==> src/rtl/ecall_io_unit_if.sv <==
// Core-side ecall handshake: request decodes and a0 value in, stall and read-int result back.
interface ecall_io_unit_if;
    logic        eRead;
    logic        eWrite;
    logic        eBreak;
    logic [31:0] wdata;
    logic        hold;
    logic [31:0] rdata;
    logic        rdata_we;

    modport master (output eRead, eWrite, eBreak, wdata, input hold, rdata, rdata_we);
    modport slave  (input eRead, eWrite, eBreak, wdata, output hold, rdata, rdata_we);
endinterface

==> src/rtl/ecall_io_unit.sv <==
// Services print-int / read-int / ebreak ecalls against the board switches, confirm button and 7-seg.
// Read-int and ebreak stall the core until the user releases and then presses the confirm button.
module ecall_io_unit #(
    parameter int DEBOUNCE_CYCLES = 200000,
    parameter int SW_WIDTH        = 16,
    parameter int SIGN_EXT        = 1
) (
    input  logic                clk,
    input  logic                rst_n,
    ecall_io_unit_if.slave      core,
    input  logic [SW_WIDTH-1:0] sw,
    input  logic                btn_confirm,
    output logic [31:0]         disp_data,
    output logic                disp_valid,
    output logic                waiting
);
    localparam int CNT_W = $clog2(DEBOUNCE_CYCLES + 1);
    localparam logic [CNT_W-1:0] CNT_LAST = CNT_W'(DEBOUNCE_CYCLES - 1);

    typedef enum logic [1:0] {IDLE, WAIT_REL, WAIT_PRESS, DONE} state_t;

    state_t              state_reg, state_next;
    logic [SW_WIDTH-1:0] sw_meta_reg, sw_sync_reg;
    logic                btn_meta_reg, btn_sync_reg, btn_deb_reg;
    logic [CNT_W-1:0]    cnt_reg;
    logic                is_read_reg;
    logic [31:0]         rdata_reg, disp_data_reg;
    logic                disp_valid_reg;
    logic [31:0]         sw_ext;
    logic                hold_fsm;

    // Two-flop synchronizers for the asynchronous board inputs
    always_ff @(posedge clk or negedge rst_n) begin
        if (!rst_n) begin
            sw_meta_reg  <= '0;
            sw_sync_reg  <= '0;
            btn_meta_reg <= 1'b0;
            btn_sync_reg <= 1'b0;
        end else begin
            sw_meta_reg  <= sw;
            sw_sync_reg  <= sw_meta_reg;
            btn_meta_reg <= btn_confirm;
            btn_sync_reg <= btn_meta_reg;
        end
    end

    // Debounced state follows the synced button only after it has differed for DEBOUNCE_CYCLES edges
    always_ff @(posedge clk or negedge rst_n) begin
        if (!rst_n) begin
            cnt_reg     <= '0;
            btn_deb_reg <= 1'b0;
        end else if (btn_sync_reg == btn_deb_reg) begin
            cnt_reg <= '0;
        end else if (cnt_reg >= CNT_LAST) begin
            btn_deb_reg <= btn_sync_reg;
            cnt_reg     <= '0;
        end else begin
            cnt_reg <= cnt_reg + 1'b1;
        end
    end

    assign sw_ext = (SIGN_EXT != 0) ? 32'($signed(sw_sync_reg)) : 32'(sw_sync_reg);

    always_ff @(posedge clk or negedge rst_n) begin
        if (!rst_n) begin
            state_reg <= IDLE;
        end else begin
            state_reg <= state_next;
        end
    end

    always_comb begin
        state_next = state_reg;
        hold_fsm   = 1'b0;
        waiting    = 1'b0;
        unique case (state_reg)
            IDLE: begin
                // eBreak wins over eRead; both stall in this very cycle so the PC never slips
                if (core.eBreak || core.eRead) begin
                    state_next = WAIT_REL;
                    hold_fsm   = 1'b1;
                end
            end
            WAIT_REL: begin
                hold_fsm = 1'b1;
                waiting  = 1'b1;
                if (!btn_deb_reg) state_next = WAIT_PRESS;
            end
            WAIT_PRESS: begin
                hold_fsm = 1'b1;
                waiting  = 1'b1;
                if (btn_deb_reg) state_next = DONE;
            end
            DONE:    state_next = IDLE;
            default: state_next = IDLE;
        endcase
    end

    // Gated by rst_n so a still-asserted eRead cannot stall the core while reset is held
    assign core.hold     = rst_n & hold_fsm;
    assign core.rdata_we = (state_reg == DONE) & is_read_reg;
    assign core.rdata    = rdata_reg;
    assign disp_data     = disp_data_reg;
    assign disp_valid    = disp_valid_reg;

    always_ff @(posedge clk or negedge rst_n) begin
        if (!rst_n) begin
            is_read_reg    <= 1'b0;
            rdata_reg      <= '0;
            disp_data_reg  <= '0;
            disp_valid_reg <= 1'b0;
        end else begin
            if (state_reg == IDLE) begin
                if (core.eBreak || core.eRead) begin
                    is_read_reg <= ~core.eBreak;
                end else if (core.eWrite) begin
                    disp_data_reg  <= core.wdata;
                    disp_valid_reg <= 1'b1;
                end
            end
            if ((state_reg == WAIT_PRESS) && btn_deb_reg && is_read_reg) begin
                rdata_reg <= sw_ext;
            end
        end
    end
endmodule
==> src/flat_wrapper.sv <==
// flat-port wrapper written by rule: the top's interface ports become plain ports
module ecall_io_unit_flat 
#(
    parameter int DEBOUNCE_CYCLES = 200000,
    parameter int SW_WIDTH        = 16,
    parameter int SIGN_EXT        = 1
)
  (clk, rst_n, sw, btn_confirm, disp_data, disp_valid, waiting, core_eRead, core_eWrite, core_eBreak, core_wdata, core_hold, core_rdata, core_rdata_we);
  ecall_io_unit_if core_i ();
  input  logic clk;
  input  logic rst_n;
  input  logic [SW_WIDTH-1:0] sw;
  input  logic btn_confirm;
  output logic [31:0] disp_data;
  output logic disp_valid;
  output logic waiting;
  input wire logic [$bits(core_i.eRead)-1:0] core_eRead;
  input wire logic [$bits(core_i.eWrite)-1:0] core_eWrite;
  input wire logic [$bits(core_i.eBreak)-1:0] core_eBreak;
  input wire logic [$bits(core_i.wdata)-1:0] core_wdata;
  output wire logic [$bits(core_i.hold)-1:0] core_hold;
  output wire logic [$bits(core_i.rdata)-1:0] core_rdata;
  output wire logic [$bits(core_i.rdata_we)-1:0] core_rdata_we;
  assign core_i.eRead = core_eRead;
  assign core_i.eWrite = core_eWrite;
  assign core_i.eBreak = core_eBreak;
  assign core_i.wdata = core_wdata;
  assign core_hold = core_i.hold;
  assign core_rdata = core_i.rdata;
  assign core_rdata_we = core_i.rdata_we;
  ecall_io_unit #(.DEBOUNCE_CYCLES(DEBOUNCE_CYCLES), .SW_WIDTH(SW_WIDTH), .SIGN_EXT(SIGN_EXT)) u_core (.clk(clk), .rst_n(rst_n), .core(core_i), .sw(sw), .btn_confirm(btn_confirm), .disp_data(disp_data), .disp_valid(disp_valid), .waiting(waiting));
endmodule
==> config.mk <==
export PLATFORM = sky130hd
export DESIGN_NAME = ecall_io_unit_flat
export DESIGN_NICKNAME = d
export VERILOG_FILES = /design/src/rtl/ecall_io_unit_if.sv /design/src/rtl/ecall_io_unit.sv /design/src/flat_wrapper.sv
export SDC_FILE = /design/constraint.sdc
export NUM_CORES = 1
export LEC_CHECK = 0
export ABC_AREA = 1
export BUFFER_PORTS_ARGS = -buffer_cell sky130_fd_sc_hd__buf_4
export CAP_MARGIN = 20
export CORE_MARGIN = 1
export CORE_UTILIZATION = 55
export CTS_CLUSTER_DIAMETER = 100
export DETAILED_ROUTE_END_ITERATION = 10
export PLACE_DENSITY = 0.84
export SLEW_MARGIN = 40
export SYNTH_ARGS = -nofsm -noshare
export SYNTH_HDL_FRONTEND = slang
export SYNTH_SLANG_ARGS = --single-unit
==> constraint.sdc <==
create_clock -name clk -period 2.6 [get_ports clk]
set_input_delay 0.13 -clock clk [delete_from_list [all_inputs] [get_ports clk]]
set_output_delay 0.13 -clock clk [all_outputs]
set_load 0.02 [all_outputs]
==> impl_metrics.py <==
metrics = {
    "routing": {
        "via_count": 2942,
        "drtIter0Drc": 168,
        "drcViolationCount": 0,
        "vias_per_cell": 4.96,
        "first_pass_iters": 4,
        "antenna_left": 0,
        "routed_wl_um": 9920,
        "avgRoutedWirePerCell_um": 16.7,
    },
    "finish": {
        "finalNonFillerCells": 593,
        "final_cell_area_um2": 5740,
        "diodes": 0,
        "layout-drive-gt1-share_pct": 42.3,
        "largest_register_ffs": 32,
        "post-route-util_pct": 78.7,
        "syn_to_final_growth_pct": 38.0,
        "fin_nets": 550,
        "final_cell_mix": "buf_4 (123), dfrtp_1 (105), dlygate4sd3_1 (49)",
        "layout_commonest_cell": "buf_4",
    },
    "grt": {
        "grt_max_degree": 45,
        "antenna_found_initial": 0,
        "grt_pass1_wl_um": 15100,
        "grtUsageMet2_pct": 50.6,
        "busiest_layer": "met2",
        "grt_pass1_vias": 3095,
        "met3_usage_pct": 6.56,
        "use_met1_pct": 27.4,
        "grtUsageTotal_pct": 26.6,
        "grt_overflow": 0,
    },
    "worst_setup_path": {
        "rrSetupSlack_ps": 500,
        "setup.worst_path.class": "register to register",
        "cp.arrival_ps": 2350,
        "cp.depth": 4,
        "slowest_delay_ps": 630,
        "critPathCapture": "u_core.disp_data[14]$_DFFE_PN0P_",
        "r2r_cells": 4,
        "cp.required_ps": 2850,
        "critPathLaunchType": "register",
        "cp-end-kind": "register",
        "path_max_fanout": 33,
        "path_cells": "inv_1 -> ha_1 -> nand3_2 -> mux2_2",
        "critPathLaunch": "u_core.state_reg[0]$_DFFE_PN0P_",
        "crit_family": "simple AND/OR/NAND/NOR gates",
        "slowest_stage": "nand3_2",
        "critPathBufInv": 1,
        "rr_endpoint": "u_core.disp_data[14]$_DFFE_PN0P_",
        "worstReg2RegStart": "u_core.state_reg[0]$_DFFE_PN0P_",
    },
    "floorplan": {
        "die_y_um": 89.0,
        "start_util_pct": 57.0,
        "core_um2": 7290,
        "die_x_um": 89.0,
        "row_count": 31,
        "pin_count": 122,
        "dieArea_um2": 7910,
    },
    "run": {
        "drv_cap": 0,
    },
    "clock_tree": {
        "cts_resized": 0,
        "cts.sinks": 105,
        "clkLatencyLatePin_ps": 370,
        "cts_max_level": 3,
        "post-cts-setup-buffer-count": 0,
        "cts_tree": "yes",
        "clk_path_buf_depth": 2,
        "numCtsBuffers": 9,
        "clk_pin_slew_ps": 100,
        "cts_root_buf": "clkbuf_8",
    },
    "yosys": {
        "syn_inst": 327,
        "seq_area_frac_synth_pct": 63.2,
        "synth_nets": 388,
        "ys_seq_elements": 105,
        "synth_warnings": 0,
        "yosysTopAreaCell": "dfrtp_1",
        "netlist_area_um2": 4160,
        "ys_async_sr_fraction_pct": 100,
        "synth.top_cell.area_share_pct": 63.2,
        "syn_area_per_cell_um2": 12.7,
        "synth_cell_types": 28,
        "ys.flop_type": "dfrtp_1",
        "synth_edf_count": 0,
        "yosys-top-cells-area": "dfrtp_1 (63%), mux2_2 (13%), nand2_1 (3.9%)",
    },
    "power_and_ir_drop": {
        "power_per_cell_area_nw_per_um2": 508,
        "total_power_mw": 2.92,
        "peakVddDrop_uv": 533,
        "power.leakage_nw": 2.96,
    },
    "sta": {
        "timing.final.crit_share_pct": 80.9,
        "setup_viol": 0,
        "min_period_ps": 2100,
        "hold_violations": 0,
        "fmaxAchievable_ghz": 0.476,
        "slew_headroom_pct": 46.1,
        "rsz0062_at_grt": "false",
        "hold-worst-slack_ps": 12.2,
        "final.setup.worst_slack_ps": 497,
        "fin_skew_ps": 17.1,
        "worstMarginPinSlew_ps": 808,
        "drv_slew": 0,
        "setup_tns_ps": 0,
    },
    "placed_design": {
        "place_area_um2": 5040,
        "dpl.cell_count": 528,
        "post-dp-hpwl_um": 5780,
        "gp_congestion": 0.844,
        "pre_cts_slack_ps": 540,
        "io_buffers": 121,
    },
    "status": {
        "status": "finished clean",
    },
    "hold_path": {
        "worstHoldPathCells": 2,
        "hp-class": "input pin to register",
    },
}
==> cells by family after synthesis <==
kind of cell	after synthesis	synth area share, %
AOI/OAI and AO/OA	12	1.84
xor gates and xnor gates	10	2.11
adders and majority gates	7	2.11
buffers and inverters	40	5.72
DFF	105	63.2
muxes	48	13.0
and+or+nand+nor	105	12.1
==> how the worst min path moves through the flow <==
| stage | from | end | slack (ps) |
|---|---|---|---|
| global placement | rst_n | u_core.core.rdata[11]$_DFFE_PN0P_ | 100 |
| global route | core_wdata[1] | u_core.disp_data[1]$_DFFE_PN0P_ | 3 |
| finish | core_wdata[1] | u_core.disp_data[1]$_DFFE_PN0P_ | 10 |
| detailed placement | rst_n | u_core.core.rdata[11]$_DFFE_PN0P_ | 110 |
| floorplan | rst_n | u_core.btn_deb_reg$_DFFE_PN0P_ | -170 |
| CTS | core_wdata[2] | u_core.disp_data[2]$_DFFE_PN0P_ | 0.2 |
==> where the power goes <==
| group | switching [mW] | total (mW) | internal, mW |
|---|---|---|---|
| sequential | 0.0138 | 1.68 | 1.66 |
| combinational | 0.0731 | 0.180 | 0.107 |
| clock | 0.595 | 1.06 | 0.464 |
| total | 0.682 | 2.92 | 2.23 |
==> layer usage <==
metal	vias to the layer above	share of wire [%]
met5	-	0
met2	102	57
met4	0	2.5
met3	18	4.7
li1	1363	-
met1	1459	36
==> layout make-up <==
| cell class | instances | area, um^2 |
|---|---|---|
| fillers | 422 | 1550 |
| well taps | 99 | 124 |
| flip-flops and latches | 105 | 2630 |
| repair buffers | 172 | 1410 |
| clock buffers | 9 | 124 |
| clock inverters | 7 | 83.8 |
| inverters | 19 | 71.3 |
| multi-input cells | 182 | 1290 |
==> cell usage after synthesis, types with 2 or more instances <==
cell type  instances
inv_1             18
nor2_1            28
a21oi_1            3
ha_1               7
o21ai_0            5
nand3_2            4
buf_4             16
xnor2_1            3
mux2_2            48
nor2_2            12
buf_2              3
dfrtp_1          105
nand2_1           43
nand3_1           10
nor2_4             2
nand4_1            2
xor2_1             7
==> repair_timing <==
| action | 4_1_cts | 5_1_grt |
|---|---|---|
| endpoints found under the setup margin | 0 | 0 |
| endpoints found under the hold margin | 80 | 1 |
| hold buffers | 48 | 1 |
Note: power is estimated with default switching activity, not from simulation.
